File: src/rtl/mem_stage_sram_controller.sv
// MEM stage SRAM sequencer: 32-bit loads/stores/push/pop
// on a 16-bit SRAM in two wait-stated half-word phases.
module mem_stage_sram_controller #(
  parameter int          ADDR_W      = 18,
  parameter int          WAIT_CYCLES = 1,
  parameter logic [31:0] BASE_ADDR   = 32'h0000_0400,
  parameter logic [31:0] STACK_TOP   = 32'h0000_0800
) (
  input  logic              clk,
  input  logic              rst,
  input  logic              memRead,
  input  logic              memWrite,
  input  logic              pushEn,
  input  logic              popEn,
  input  logic [31:0]       ALUResult,
  input  logic [31:0]       reg2Val,
  output logic [31:0]       readData,
  output logic              ready,
  output logic [31:0]       sp,
  output logic [ADDR_W-1:0] sramAddr,
  output logic [15:0]       sramDQOut,
  output logic              sramDQOutEn,
  input  logic [15:0]       sramDQIn,
  output logic              sramWE_N
);

  localparam int CW =
    (WAIT_CYCLES > 0) ? $clog2(WAIT_CYCLES + 1) : 1;
  localparam logic [CW-1:0] CNT_INIT = CW'(WAIT_CYCLES);

  typedef enum logic [1:0] {
    IDLE,
    LO,
    HI,
    DONE
  } state_t;

  state_t            state;
  logic [CW-1:0]     cnt;
  logic              is_wr;
  logic              is_pop;
  logic [ADDR_W-2:0] w_q;
  logic [31:0]       data_q;

  logic              req;
  logic              req_wr;
  logic [31:0]       sp_dec;
  logic [31:0]       req_addr;
  logic [31:0]       off;
  logic [ADDR_W-2:0] w_addr;
  logic              unused_off;

  assign req    = pushEn | popEn | memWrite | memRead;
  assign req_wr = pushEn | (~popEn & memWrite);
  assign sp_dec = sp - 32'd4;
  assign off    = req_addr - BASE_ADDR;
  assign w_addr = off[ADDR_W:2];
  assign unused_off = ^{off[31:ADDR_W+1], off[1:0]};

  assign ready = (state == IDLE && !req) || (state == DONE);

  // Byte address of the granted request (push > pop > load/store)
  always_comb begin
    req_addr = ALUResult;
    if (pushEn)
      req_addr = sp_dec;
    else if (popEn)
      req_addr = sp;
  end

  // Access sequencer with registered SRAM pins and stack pointer
  always_ff @(posedge clk) begin
    if (rst) begin
      state       <= IDLE;
      cnt         <= '0;
      is_wr       <= 1'b0;
      is_pop      <= 1'b0;
      w_q         <= '0;
      data_q      <= '0;
      sp          <= STACK_TOP;
      readData    <= '0;
      sramAddr    <= '0;
      sramDQOut   <= '0;
      sramDQOutEn <= 1'b0;
      sramWE_N    <= 1'b1;
    end else begin
      unique case (state)
        IDLE: begin
          if (req) begin
            is_wr    <= req_wr;
            is_pop   <= ~pushEn & popEn;
            w_q      <= w_addr;
            data_q   <= reg2Val;
            cnt      <= CNT_INIT;
            sramAddr <= {w_addr, 1'b0};
            if (req_wr)
              sramDQOut <= reg2Val[15:0];
            sramWE_N    <= ~req_wr;
            sramDQOutEn <= req_wr;
            if (pushEn)
              sp <= sp_dec;
            state <= LO;
          end
        end
        LO: begin
          if (cnt == '0) begin
            if (!is_wr)
              readData[15:0] <= sramDQIn;
            else
              sramDQOut <= data_q[31:16];
            sramAddr <= {w_q, 1'b1};
            cnt      <= CNT_INIT;
            state    <= HI;
          end else begin
            cnt <= cnt - 1'b1;
          end
        end
        HI: begin
          if (cnt == '0) begin
            if (!is_wr)
              readData[31:16] <= sramDQIn;
            if (is_pop)
              sp <= sp + 32'd4;
            sramWE_N    <= 1'b1;
            sramDQOutEn <= 1'b0;
            state       <= DONE;
          end else begin
            cnt <= cnt - 1'b1;
          end
        end
        DONE: begin
          state <= IDLE;
        end
        default: begin
          state <= IDLE;
        end
      endcase
    end
  end

endmodule
File: config.mk
export PLATFORM = sky130hd
export DESIGN_NAME = mem_stage_sram_controller
export DESIGN_NICKNAME = d
export VERILOG_FILES = /design/src/rtl/mem_stage_sram_controller.sv
export SDC_FILE = /design/constraint.sdc
export NUM_CORES = 1
export LEC_CHECK = 0
export ABC_AREA = 0
export BUFFER_PORTS_ARGS = -buffer_cell sky130_fd_sc_hd__buf_2
export CELL_PAD_IN_SITES_DETAIL_PLACEMENT = 0
export CELL_PAD_IN_SITES_GLOBAL_PLACEMENT = 1
export CORE_ASPECT_RATIO = 0.75
export CORE_MARGIN = 1.5
export CORE_UTILIZATION = 34
export CTS_CLUSTER_DIAMETER = 200
export CTS_CLUSTER_SIZE = 25
export DETAILED_ROUTE_END_ITERATION = 10
export GPL_TIMING_DRIVEN = 0
export HOLD_SLACK_MARGIN = 0.02
export PLACE_DENSITY = 0.83
export SETUP_SLACK_MARGIN = 0.3
export SLEW_MARGIN = 20
export SYNTH_ARGS = -nofsm -noshare
export SYNTH_HDL_FRONTEND = slang
export SYNTH_SLANG_ARGS = --single-unit
File: constraint.sdc
create_clock -name clk -period 3 [get_ports clk]
set_input_delay 0.15 -clock clk [delete_from_list [all_inputs] [get_ports clk]]
set_output_delay 0.15 -clock clk [all_outputs]
set_load 0.05 [all_outputs]
After elaboration in Yosys (flattened, before gate mapping)
Cells that the tools add are included.
W data, S select, Z words.
{"block": "classes", "addsub": 4, "eq_ne": 10, "n_mux": 29, "bitwise": 11, "reduce_logical": 16}
{"cell": "$mux W32", "count": 4}
{"cell": "$mux W16", "count": 4}
{"cell": "$pmux W32 S2", "count": 1}
{"cell": "$mux W19", "count": 2}
{"cell": "$mux W18", "count": 2}
{"cell": "$pmux W18 S2", "count": 1}
{"cell": "$add A32 B3 Y32 const B", "count": 1}
{"cell": "$pmux W16 S2", "count": 1}
{"cell": "$sub A32 B3 Y32 const B", "count": 1}
{"cell": "$sub A19 B11 Y19 const B", "count": 1}
{"cell": "$reduce_and A3 Y1", "count": 5}
{"cell": "$ne A2 B2 Y1 const B", "count": 7}
{"cell": "$reduce_and A5 Y1", "count": 2}
{"cell": "$pmux W2 S4", "count": 1}
{"cell": "$mux W1", "count": 7}
{"cell": "$mux W2", "count": 3}
{"cell": "$not A1 Y1", "count": 5}
{"cell": "$eq A2 B2 Y1 const B", "count": 2}
{"cell": "$or A1 B1 Y1", "count": 4}
{"cell": "$pmux W1 S2", "count": 2}
{"cell": "$reduce_and A2 Y1", "count": 2}
{"cell": "$reduce_bool A2 Y1", "count": 2}
{"cell": "$pmux W1 S3", "count": 1}
{"cell": "$reduce_bool A3 Y1", "count": 1}
{"cell": "7 further kinds", "count": 8}
{"block": "word_totals", "regBits": 154, "output_inout_bits": 101, "word_cells": 83}

Longest topological paths before layout
{"block": "depth", "ltp_word": 6, "depth_mapped": 13, "mapped_depth_nobuf": 12}

Worst setup path before layout
Ideal clock, no wire load.
{"block": "synth_timing", "kind": "reg2reg", "start": "register sp[2]", "end": "register sramAddr[17]", "t_arrival_ns": 2.989, "setup_slack_ns": -0.119, "stages_incl_launch_ff": 11, "path_buffers": 1, "cell_sequence": "dfxtp_1 > buf_6 > inv_1 > ha_1 > or3b_1 > nor4_4 > mux2_4 > a221oi_1 > o211ai_1 > xnor2_1 > o22ai_1"}
{"block": "synth_via", "elab_chain_len": 5}
{"item": "start, declared", "line_no": "19", "text": "output logic [31:0] sp,"}
{"item": "start signal, assigned", "line_no": "101", "text": "sp <= sp_dec;"}
{"item": "start signal, assigned", "line_no": "123", "text": "sp <= sp + 32'd4;"}
{"item": "$sub A32 B3 Y32 or $mux W19 (tied branches)", "line_no": "55, 67"}
{"item": "$mux W19 (*)", "line_no": "65", "text": "if (pushEn)"}
{"item": "$sub A19 B11 Y19 (*)", "line_no": "56", "text": "assign off = req_addr - BASE_ADDR;"}
{"item": "$mux W18 (*)", "line_no": "89", "text": "if (req) begin"}
{"item": "$pmux W18 S2 (*)", "line_no": "87", "text": "unique case (state)"}
{"item": "end signal, assigned", "line_no": "95", "text": "sramAddr <= {w_addr, 1'b0};"}
{"item": "end signal, assigned", "line_no": "111", "text": "sramAddr <= {w_q, 1'b1};"}
{"item": "end, declared", "line_no": "20", "text": "output logic [ADDR_W-1:0] sramAddr,"}
Mark *: on every way between the ends. The rest lies on a longest branch, timed or not. The select of a mux whose other input is x is not followed.
A chain may end at the register's enable or synchronous reset.

Final worst setup path
Same ends and word-level chain as after synthesis.

==> results.toml <==
[critical_path]
cp-startpoint = "sp[2]$_SDFFE_PP0P_"
required_ps = 3300
ff2ff_path_depth = 10
critPathTopFamily = "simple AND/OR/NAND/NOR gates"
timing.rr.end = "sramAddr[17]$_SDFFE_PP0P_"
r2r-start = "sp[2]$_SDFFE_PP0P_"
cp.arrival_ps = 2950
crit_path_end_kind = "register"
cp_num_cells = 10
r2r_slack_ps = 350
slowest_stage = "or3b_4"
path_class = "reg2reg"
cp-endpoint = "sramAddr[17]$_SDFFE_PP0P_"
cp-start-kind = "register"
path_buf_inv = 2
critical-path-max-stage-delay_ps = 430
cp_cell_sequence = "buf_8 -> inv_2 -> ha_4 -> or3b_4 -> nor4_4 -> mux2_4 -> a221oi_4 -> o211ai_1 -> xnor2_1 -> o22ai_1"
cp_max_fo = 7

[cells_and_area]
drive_gt1_share_pct = 24.87
multi_input_area_um2 = 4019
mostFrequentLayoutCells = "buf_2 (174), nand2_1 (173), dfxtp_1 (132)"
final_nets = 1231
finalNonFillerCells = 1403
final_area_um2 = 9285
antenna_cells = 0
n_fill_cell = 1958
mostFrequentLayoutCell = "buf_2"
seqCellArea_um2 = 2730
areaGrowthSynthToFinish_pct = 34.34

[synth]
ys_warn_count = 0
ys_seq_area_share_pct = 39.39
synth_edf_count = 0
synth_top_area_cell = "dfxtp_1"
syn_area_um2 = 6912
synth.distinct_cells = 66
synth-seq-cells = 136
synth_flop_cell = "dfxtp_1"
netlist_instances = 901
avgSynthCellArea_um2 = 7.671
yosys-top-cells-area = "dfxtp_1 (39%), nand2_1 (9.4%), a21oi_1 (6.7%), nor2_1 (5.3%), a211oi_1 (3.9%)"
synth_top_area_share_pct = 39.39
ys_async_sr_fraction_pct = 0

[place]
dp_hpwl_um = 17790
place_area_um2 = 8094
gp_congestion = 0.9438
dpl.cell_count = 1324
io_buffers = 169

[drt]
num_vias = 7531
firstDrtPassIters = 5
first_iter_violations = 668
drc = 0
antenna_left = 0
finalWirelength_um = 24760
wl_per_cell_um = 17.65
vias_per_cell = 5.368

[floorplanning]
io_pins = 187
initial_core_util_pct = 35.17
die_y_um = 126.5
die_w_um = 167.6
rows = 44
core_area_um2 = 19650
die_area_um2 = 21200

[sta]
setup_viol = 0
post-route-period-util_pct = 88.46
maxSlewHeadroom_pct = 37.99
hold_viol = 0
fin_skew_ps = 10.30
fin_worst_hold_slack_ps = 57.69
tightest_slew_ps = 930.2
finalCriticalPeriod_ps = 2654
max_freq_mhz = 376.8
rsz0062_at_grt = "yes"
drv_slew = 0

[power]
peakVddDrop_uv = 444.9
total_power_w = 0.01060
power_leakage_nw = 3.868
power.density_nw_per_um2 = 1142

[cts]
clk_path_buf_depth = 2
clk_latency_ps = 430
clock-sinks = 136
htree_levels = 4
root_buffer = "clkbuf_16"
cts_tree = "done"
cts_buffers = 17
path_clk_slew_ps = 70

[global_route]
grt_pass1_vias = 6977
grt_use_total_pct = 23.48
grt_max_degree = 17
grt_overflow = 0
antenna_found_initial = 0
grt_first_pass_wirelength_um = 38830

[min_path]
min_path_type = "in2reg"

[outcome]
status = "completed"

[run]
maxCapViolCount = 0
==> state kept, by name, summed over array words and instances, names as in the netlist <==
| signal | count |
|---|---|
| cnt | 1 |
| w_q | 17 |
| sramWE_N | 1 |
| state | 2 |
| sramDQOutEn | 1 |
| sramAddr | 18 |
| data_q | 16 |
| readData | 32 |
| is_pop | 1 |
| sramDQOut | 16 |
| is_wr | 1 |
| sp | 30 |
==> worst min-delay path: cells and delay by family <==
| family | cells | cell delay [ps] |
|---|---|---|
| AOI/OAI and AO/OA | 1 | 80 |
| muxes | 1 | 110 |
| buffers and inverters | 1 | 100 |
==> final cells by class <==
cell class / instances / area share [%]
multi-input combinational: 679 / 43.28
buffer: 70 / 3.274
inverter: 17 / 0.7277
clock inverter: 15 / 1.550
tap: 253 / 3.409
clock buffer: 17 / 4.582
timing repair buffer: 216 / 13.77
sequential: 136 / 29.40
==> report_power, final <==
part	switching (W)	leakage (nW)	internal, W
logic	0.00407	2.48	0.00181
registers	0.000352	1.12	0.00231
clock network	0.000904	0.273	0.00116
==> repair_timing <==
action,4_1_cts,5_1_grt
endpoints found under the hold margin,48,0
setup buffers,8,7
pin swaps,9,9
gates resized for setup,17,36
hold buffers,32,0
endpoints found under the setup margin,40,68
==> cells in the mapped netlist, drive strengths merged (8+ instances only) <==
| cell | n |
|---|---|
| a211oi | 37 |
| a21oi | 93 |
| and3 | 8 |
| buf | 14 |
| clkbuf | 56 |
| dfxtp | 136 |
| ha | 8 |
| inv | 15 |
| mux2i | 26 |
| nand2 | 174 |
| nand2b | 9 |
| nand3 | 17 |
| nand4 | 14 |
| nor2 | 98 |
| nor2b | 9 |
| nor3 | 15 |
| nor4 | 8 |
| o211ai | 9 |
| o21ai | 41 |
| or3 | 14 |
| xnor2 | 10 |
| xor2 | 17 |
==> layer usage <==
layer,part of all wire [%],vias to the layer above,track usage [%]
met5,0,-,0
met4,1.5,0,5.352
met3,10,31,7.301
met2,42,354,34.12
met1,46,3527,33.70
li1,-,3619,-
==> metrics by stage <==
step	setup TNS, ps	setup slack, ps	util [%]
floorplan	0	302.1	-
global placement	-895.0	-196.3	41.18
detailed placement	-1238	-230.4	41.18
CTS	0	307.8	46.49
global route	0	199.6	47.24
finish	0	346.3	47.24
==> logic make-up (layout without fill, tap and decap cells) <==
logic type,count (synthesis),after routing,synth area share (%)
xor+xnor,27,27,3.421
compound gates,226,226,20.47
buf+inv,87,335,5.069
mux,27,27,3.983
flops,136,136,39.39
other cells,1,2,0.05426
fa+ha+maj,8,8,1.448
simple gates,389,389,26.16
==> worst min-delay path by stage <==
stage,start,end,cells after the start
floorplan,reg2Val[16],data_q[16]$_SDFFE_PP0P_,2
global placement,reg2Val[17],data_q[17]$_SDFFE_PP0P_,3
detailed placement,reg2Val[16],data_q[16]$_SDFFE_PP0P_,3
CTS,reg2Val[2],sramDQOut[2]$_SDFFE_PP0P_,3
global route,reg2Val[5],sramDQOut[5]$_SDFFE_PP0P_,3
finish,reg2Val[2],sramDQOut[2]$_SDFFE_PP0P_,3
No activity file was read; power rests on OpenSTA's default activity.
